**src/rtl/qpsk_rx_timing.sv**
```systemverilog
// qpsk_rx_timing: receive-side QPSK bit timing.
// Counts MSF carrier pulses from the one-second boundary and produces the
// mid-bit symbol sample strobe, the bit-boundary strobe, the frame bit count
// and the frame-done strobe for the demodulator / bit slicer.
// Optional feature: define QPSK_RX_RESYNC_EN to realign the carrier counter
// on every one-second rising edge seen while running (reported on
// resync_event). Without the macro, resync_event is tied low.
module qpsk_rx_timing #(
  parameter int BITS_PER_FRAME = 64,
  parameter int BIT_CNT_W      = 16
) (
  input  logic                 clk,
  input  logic                 aresetn,
  input  logic                 msf_carrier_pulse,
  input  logic [12:0]          msf_cp_per_bit,
  input  logic                 one_sec_pulse,
  input  logic                 qpsk_rx_enable,
  output logic [12:0]          msf_carrier_counter,
  output logic [BIT_CNT_W-1:0] bit_count,
  output logic                 symbol_strobe,
  output logic                 bit_end,
  output logic                 rx_active,
  output logic                 frame_done,
  output logic                 resync_event
);

  localparam logic [BIT_CNT_W-1:0] FRAME_BITS = BIT_CNT_W'(BITS_PER_FRAME);
  localparam logic [12:0]          CP_MIN     = 13'd2;

  typedef enum logic [1:0] {
    IDLE  = 2'd0,
    ARMED = 2'd1,
    RUN   = 2'd2
  } state_t;

  state_t               state_q, state_d;
  logic                 one_sec_q;
  logic                 sec_edge;
  logic [12:0]          cp_lat_q, cp_lat_d;
  logic [12:0]          cnt_q, cnt_d;
  logic [12:0]          cp_clamped;
  logic [12:0]          cp_last;
  logic [12:0]          half;
  logic [BIT_CNT_W-1:0] bit_cnt_q, bit_cnt_d;
  logic [BIT_CNT_W-1:0] bit_cnt_inc;
  logic                 sym_q, sym_d;
  logic                 bend_q, bend_d;
  logic                 fdone_q, fdone_d;
  logic                 active_q;
`ifdef QPSK_RX_RESYNC_EN
  logic                 resync_q, resync_d;
`endif

  // Derived timing values: the one-second rising edge, the clamped bit
  // length to latch on RUN entry, the last counter value of a bit and the
  // mid-bit sample point of the latched bit length.
  always_comb begin
    sec_edge    = one_sec_pulse & ~one_sec_q;
    cp_clamped  = (msf_cp_per_bit < CP_MIN) ? CP_MIN : msf_cp_per_bit;
    cp_last     = cp_lat_q - 13'd1;
    half        = cp_lat_q >> 1;
    bit_cnt_inc = bit_cnt_q + {{(BIT_CNT_W-1){1'b0}}, 1'b1};
  end

  // Delay the one-second marker by a clock so only its rising edge acts.
  always_ff @(posedge clk or negedge aresetn) begin
    if (!aresetn) begin
      one_sec_q <= 1'b0;
    end else begin
      one_sec_q <= one_sec_pulse;
    end
  end

  // Next state, counters and strobe requests; an abort (enable low in RUN)
  // takes priority over everything so no strobe follows it.
  always_comb begin
    state_d   = state_q;
    cnt_d     = cnt_q;
    bit_cnt_d = bit_cnt_q;
    cp_lat_d  = cp_lat_q;
    sym_d     = 1'b0;
    bend_d    = 1'b0;
    fdone_d   = 1'b0;
`ifdef QPSK_RX_RESYNC_EN
    resync_d  = 1'b0;
`endif
    case (state_q)
      IDLE: begin
        if (qpsk_rx_enable) begin
          state_d = ARMED;
        end
      end
      ARMED: begin
        if (!qpsk_rx_enable) begin
          state_d = IDLE;
        end else if (sec_edge) begin
          state_d   = RUN;
          cnt_d     = '0;
          bit_cnt_d = '0;
          cp_lat_d  = cp_clamped;
        end
      end
      RUN: begin
        if (!qpsk_rx_enable) begin
          state_d = IDLE;
`ifdef QPSK_RX_RESYNC_EN
        end else if (sec_edge) begin
          cnt_d    = '0;
          resync_d = 1'b1;
`endif
        end else if (msf_carrier_pulse) begin
          if (cnt_q == cp_last) begin
            cnt_d     = '0;
            bit_cnt_d = bit_cnt_inc;
            bend_d    = 1'b1;
            if (bit_cnt_inc == FRAME_BITS) begin
              fdone_d = 1'b1;
              state_d = ARMED;
            end
          end else begin
            cnt_d = cnt_q + 13'd1;
          end
          if (cnt_d == half) begin
            sym_d = 1'b1;
          end
        end
      end
      default: begin
        state_d = IDLE;
      end
    endcase
  end

  // State, counter and strobe registers; rx_active trails the state by one clock.
  always_ff @(posedge clk or negedge aresetn) begin
    if (!aresetn) begin
      state_q   <= IDLE;
      cnt_q     <= '0;
      bit_cnt_q <= '0;
      cp_lat_q  <= CP_MIN;
      sym_q     <= 1'b0;
      bend_q    <= 1'b0;
      fdone_q   <= 1'b0;
      active_q  <= 1'b0;
    end else begin
      state_q   <= state_d;
      cnt_q     <= cnt_d;
      bit_cnt_q <= bit_cnt_d;
      cp_lat_q  <= cp_lat_d;
      sym_q     <= sym_d;
      bend_q    <= bend_d;
      fdone_q   <= fdone_d;
      active_q  <= (state_q == RUN);
    end
  end

`ifdef QPSK_RX_RESYNC_EN
  // Realignment strobe register.
  always_ff @(posedge clk or negedge aresetn) begin
    if (!aresetn) begin
      resync_q <= 1'b0;
    end else begin
      resync_q <= resync_d;
    end
  end

  assign resync_event = resync_q;
`else
  assign resync_event = 1'b0;
`endif

  assign msf_carrier_counter = cnt_q;
  assign bit_count           = bit_cnt_q;
  assign symbol_strobe       = sym_q;
  assign bit_end             = bend_q;
  assign frame_done          = fdone_q;
  assign rx_active           = active_q;

endmodule

```
**config.mk**
```make
export PLATFORM = sky130hd
export DESIGN_NAME = qpsk_rx_timing
export DESIGN_NICKNAME = d
export VERILOG_FILES = /design/src/rtl/qpsk_rx_timing.sv
export SDC_FILE = /design/constraint.sdc
export NUM_CORES = 1
export LEC_CHECK = 0
export ABC_CLOCK_PERIOD_IN_PS = 8400
export CORE_ASPECT_RATIO = 0.6
export CORE_UTILIZATION = 61
export CTS_BUF_LIST = sky130_fd_sc_hd__clkbuf_4
export DETAILED_ROUTE_END_ITERATION = 16
export PLACE_DENSITY = 0.88
export REMOVE_ABC_BUFFERS = 1
export SYNTH_ARGS = -nofsm -noshare
export SYNTH_HDL_FRONTEND = slang
export SYNTH_SLANG_ARGS = --single-unit
```
**constraint.sdc**
```tcl
create_clock -name clk -period 8.4 [get_ports clk]
set_input_delay 1.26 -clock clk [delete_from_list [all_inputs] [get_ports clk]]
set_output_delay 1.26 -clock clk [all_outputs]
set_load 0.005 [all_outputs]
```
# After elaboration in Yosys (flattened, before gate mapping)
# Index checks and enable logic that the tools add are counted.
# totals
regBits	49
in_bits	18
wordCells	73
# op_classes
add_sub_neg	3
n_lt_le_gt_ge	1
eq_ne	15
muxes	37
bitwise	2
reduce_logical	6
# ops
operator	count
13-bit two-way mux	9
16-bit two-way mux	5
16-bit one-hot mux with 2 select lines	1
13-bit one-hot mux with 2 select lines	1
16-bit by 1-bit adder with 16-bit output, second input constant	1
16-bit by 7-bit equality test with 1-bit output, second input constant	1
2-bit two-way mux	7
13-bit by 1-bit adder with 13-bit output, second input constant	1
13-bit by 12-bit equality test with 1-bit output	1
13-bit equality test	1
13-bit by 2-bit less-than comparator with 1-bit output, second input constant	1
1-bit two-way mux	13
13-bit by 1-bit subtractor with 13-bit output, second input constant	1
2-bit != test, second input constant	6
3-bit != test, second input constant	4
5-bit AND reduction	2
2-bit one-hot mux with 3 select lines	1
6-bit AND reduction	1
3-bit AND reduction	1
2-bit by 1-bit equality test with 1-bit output, second input constant	1
2-bit equality test, second input constant	1
2-bit zero test	1
2-bit nonzero test	1
1-bit bitwise AND	1
1-bit inverter	1

# Longest topological paths before layout
# depth
word_depth	11
ltp_mapped	10
mapped_depth_nobuf	9

# Least setup slack after synthesis
# OpenSTA, ideal clock, no wires.
# synth_timing
path_kind	input to register
start	input one_sec_pulse
end	register cp_lat_q[12]
setup_ns	0.125
t_arrival_ns	2.838
setup_slack_ns	5.438
cell_stages	4
path_cell_list	nand2_1 -> nor4b_1 -> clkbuf_1 -> mux2_2
# synth_via
elab_chain_cells	2
# synth_rtl
element	line_no	source
start: declaration	16	input logic one_sec_pulse,
1-bit bitwise AND	58	sec_edge = one_sec_pulse & ~one_sec_q;
3-bit AND reduction (no source line)	--	
end signal: assignment	149	cp_lat_q <= cp_lat_d;
end: declaration	39	logic [12:0] cp_lat_q, cp_lat_d;
# Every way passes these cells.
# A chain may end at the register's enable or synchronous reset.

# Final worst setup path
# layout_timing
start	input msf_carrier_pulse
end	register sym_q (netlist: symbol_strobe)
# layout_via
elab_chain_cells	3
# layout_rtl
element	line_no	source
start: declaration	14	input logic msf_carrier_pulse,
1-bit two-way mux	111	end else if (msf_carrier_pulse) begin
1-bit two-way mux	104	if (!qpsk_rx_enable) begin
1-bit two-way mux	87	case (state_q)
net sym_d	46	logic sym_q, sym_d;
end signal: assignment	150	sym_q <= sym_d;
end: declaration	46	
# The timed path passes the listed nets, and every way through them passes these cells.

==> flow_metrics.env <==
export IMPL_cts_sinks=49
export IMPL_status="finished, final reports clean"
export IMPL_drt_iter0_drc=461
export IMPL_hold_viol=0
export IMPL_postSynthCellCount=403
export IMPL_gr_total_overflow=0
export IMPL_vias=3472
export IMPL_peakVddDrop_mv=0.0841
export IMPL_hold_depth=1
export IMPL_crit_fanout=14
export IMPL_min_delay_start="bit_count[11]"
export IMPL_yosys_area_share_simple=0.257
export IMPL_period_needed_ns=3.72
export IMPL_yosysSeqAreaShare=0.352
export IMPL_io_buffers=50
export IMPL_rrSetupSlack_ns=5.14
export IMPL_cp_end_kind="flip-flop"
export IMPL_die_y_um=60.5
export IMPL_min_path_type="reg2reg"
export IMPL_synth_compound_area_share=0.227
export IMPL_nets=456
export IMPL_crit_path_cell_trace="clkdlybuf4s50_1 > nand2_1 > nor2_1 > o221ai_1 > a211oi_1 > o2111ai_1 > o22ai_1 > o2111a_1"
export IMPL_worst_setup_path_type="in2reg"
export IMPL_post_route_period_util=0.442
export IMPL_grt_max_degree=50
export IMPL_final_cell_mix="clkdlybuf4s50_1, dfrtp_1, nand2_1"
export IMPL_routabilityCongestion=0.939
export IMPL_rows=20
export IMPL_rsz0062_at_grt="no"
export IMPL_area_delta_synth_final_pct=15.4
export IMPL_nFillCells=413
export IMPL_synth_enable_flop_cells=0
export IMPL_cts_tree="done"
export IMPL_antenna_found_initial=0
export IMPL_antenna_cells=0
export IMPL_setup_tns_ns=0
export IMPL_core_um2=5280
export IMPL_synth_area_um2=3480
export IMPL_cap_viol_max_count=0
export IMPL_drt_wl_total_mm=9.59
export IMPL_max_slew_margin=0.432
export IMPL_ctsHoldBuffers=0
export IMPL_ys_flop_type="dfrtp_1"
export IMPL_p_per_area_nw_per_um2=137
export IMPL_post_cts_resized=0
export IMPL_synth_adder_area_share=0.0108
export IMPL_synth_top_family_by_area="simple AND/OR/NAND/NOR gates"
export IMPL_grt_usage=0.327
export IMPL_clock_root_buffer="clkbuf_4"
export IMPL_reg2reg_to="bit_count[4]"
export IMPL_grt_pass1_wl_mm=15.0
export IMPL_hold_path_end="bit_count[11]"
export IMPL_yosysWarnings=0
export IMPL_cp_required_ns=8.71
export IMPL_crit_path_max_incr_delay_ns=0.76
export IMPL_synthMuxAreaShare=0.0255
export IMPL_post_dp_hpwl_mm=7.07
export IMPL_critPathLaunch="msf_carrier_pulse"
export IMPL_clock_skew_final_ns=0.00412
export IMPL_finalSetupViolCount=0
export IMPL_reg2regPathDepth=9
export IMPL_viasPerCell=6.77
export IMPL_numCtsBuffers=5
export IMPL_synth_xor_area_share=0.0729
export IMPL_async_flop_share=1.00
export IMPL_pin_count=52
export IMPL_clk_pin_slew_ns=0.14
export IMPL_critical_path_slowest_cell="nor2_1"
export IMPL_wl_per_cell_um=18.7
export IMPL_r2r_start="cp_lat_q[1]"
export IMPL_synth_area_per_cell_um2=8.65
export IMPL_clock_latency_ns=0.36
export IMPL_p_leak_nw=1.58
export IMPL_postRouteAntennaNets=0
export IMPL_final_common_cell="clkdlybuf4s50_1"
export IMPL_arrival_ns=4.03
export IMPL_startpoint_type="primary input"
export IMPL_holdWs_ns=0.639
export IMPL_ys_seq_elements=49
export IMPL_grt_pass1_vias=2986
export IMPL_dieArea_um2=6030
export IMPL_drive_above_1_share=0.0642
export IMPL_initial_core_util=0.660
export IMPL_worst_slew_pin_slew_ns=0.850
export IMPL_h_tree_depth=2
export IMPL_fp_dieW_um=99.6
export IMPL_synth_cell_types=68
export IMPL_fmax_mhz=269
export IMPL_clockBufferDepth=2
export IMPL_firstDrtPassIters=5
export IMPL_post_cts_buffers=0
export IMPL_drv_slew=0
export IMPL_p_total_w=0.000553
export IMPL_drcViolationCount=0
-- report_power, final --
part           internal, W  total (W)  switching [W]
sequential        0.000255   0.000297      0.0000421
clock            0.0000305   0.000105      0.0000746
combinational    0.0000659   0.000151      0.0000851
total             0.000351   0.000553       0.000202
-- logic make-up after synthesis --
kind of cell	count (synthesis)
AO/OA/AOI/OAI	111
XOR/XNOR	29
adder cells (fa/ha/maj)	3
buffers and inverters	43
flip-flops	49
multiplexers	8
other	1
AND/OR/NAND/NOR	159
-- routing by layer --
metal  part of all wire  up-vias  global-route usage
met3               0.13       14               0.100
met4              0.011        0              0.0777
met2               0.40      208               0.467
met1               0.46     1666               0.485
met5                  0        -                   0
li1                   -     1584                   -
-- sequential cells by signal (all words and copies together), names as in the netlist --
name,count
one_sec_q,1
msf_carrier_counter,13
bit_count,16
rx_active,1
state_q,2
cp_lat_q,13
symbol_strobe,1
bit_end,1
frame_done,1
-- critical path: cells and delay by family --
kind | cells | cell delay, ns
compound gates | 5 | 1.15
simple gates | 2 | 1.07
buf+inv | 1 | 0.55
-- synthesized netlist by cell type, types with 4 or more instances --
cell type / n / area [µm²]
inv_1: 16 / 60.1
nor3_1: 17 / 85.1
nand2_1: 32 / 120
nand3b_1: 6 / 45.0
clkbuf_1: 19 / 71.3
nand2b_1: 5 / 31.3
nor2_1: 20 / 75.1
nand3_1: 17 / 85.1
nor4_1: 8 / 50.1
a211oi_1: 4 / 30.0
dfrtp_1: 48 / 1200
o21ai_0: 26 / 130
o31ai_1: 5 / 37.5
a31oi_1: 17 / 106
xnor2_1: 7 / 61.3
and2_1: 8 / 50.1
o2bb2ai_1: 6 / 52.6
xor2_1: 22 / 193
mux2_2: 7 / 78.8
a22o_1: 13 / 114
or4_1: 4 / 30.0
nand4_1: 14 / 87.6
nor4b_1: 4 / 35.0
and3_1: 6 / 37.5
buf_2: 4 / 20.0
a21oi_1: 10 / 50.1
-- area by class of cell --
cell class	instances	area (µm²)	area share
Sequential cell	49	1230	0.305
Clock inverter	3	12.5	0.00311
Multi-Input combinational cell	311	2080	0.517
Inverter	16	60.1	0.0149
Tap cell	77	96.3	0.0240
Timing Repair Buffer	52	510	0.127
Clock buffer	5	37.5	0.00933
-- worst max-delay path by stage --
stage / endpoint / slack (ns)
2_1_floorplan: msf_carrier_counter[11] / 4.00
3_3_place_gp: symbol_strobe / 4.51
3_5_place_dp: symbol_strobe / 4.34
4_1_cts: symbol_strobe / 4.74
5_1_grt: symbol_strobe / 4.48
6_report: symbol_strobe / 4.68
-- metrics by stage --
stage                     instance area, µm²  setup WS, ns  instances   util
after detailed placement                3970          4.34        505  0.752
after global routing                    4020          4.48        513  0.762
after floorplan                         3360          4.00        376      -
after CTS                               4020          4.74        513  0.762
after global placement                  3970          4.51        505  0.752
final                                   4020          4.68        513  0.762
Power figures use the tool's default switching activity.
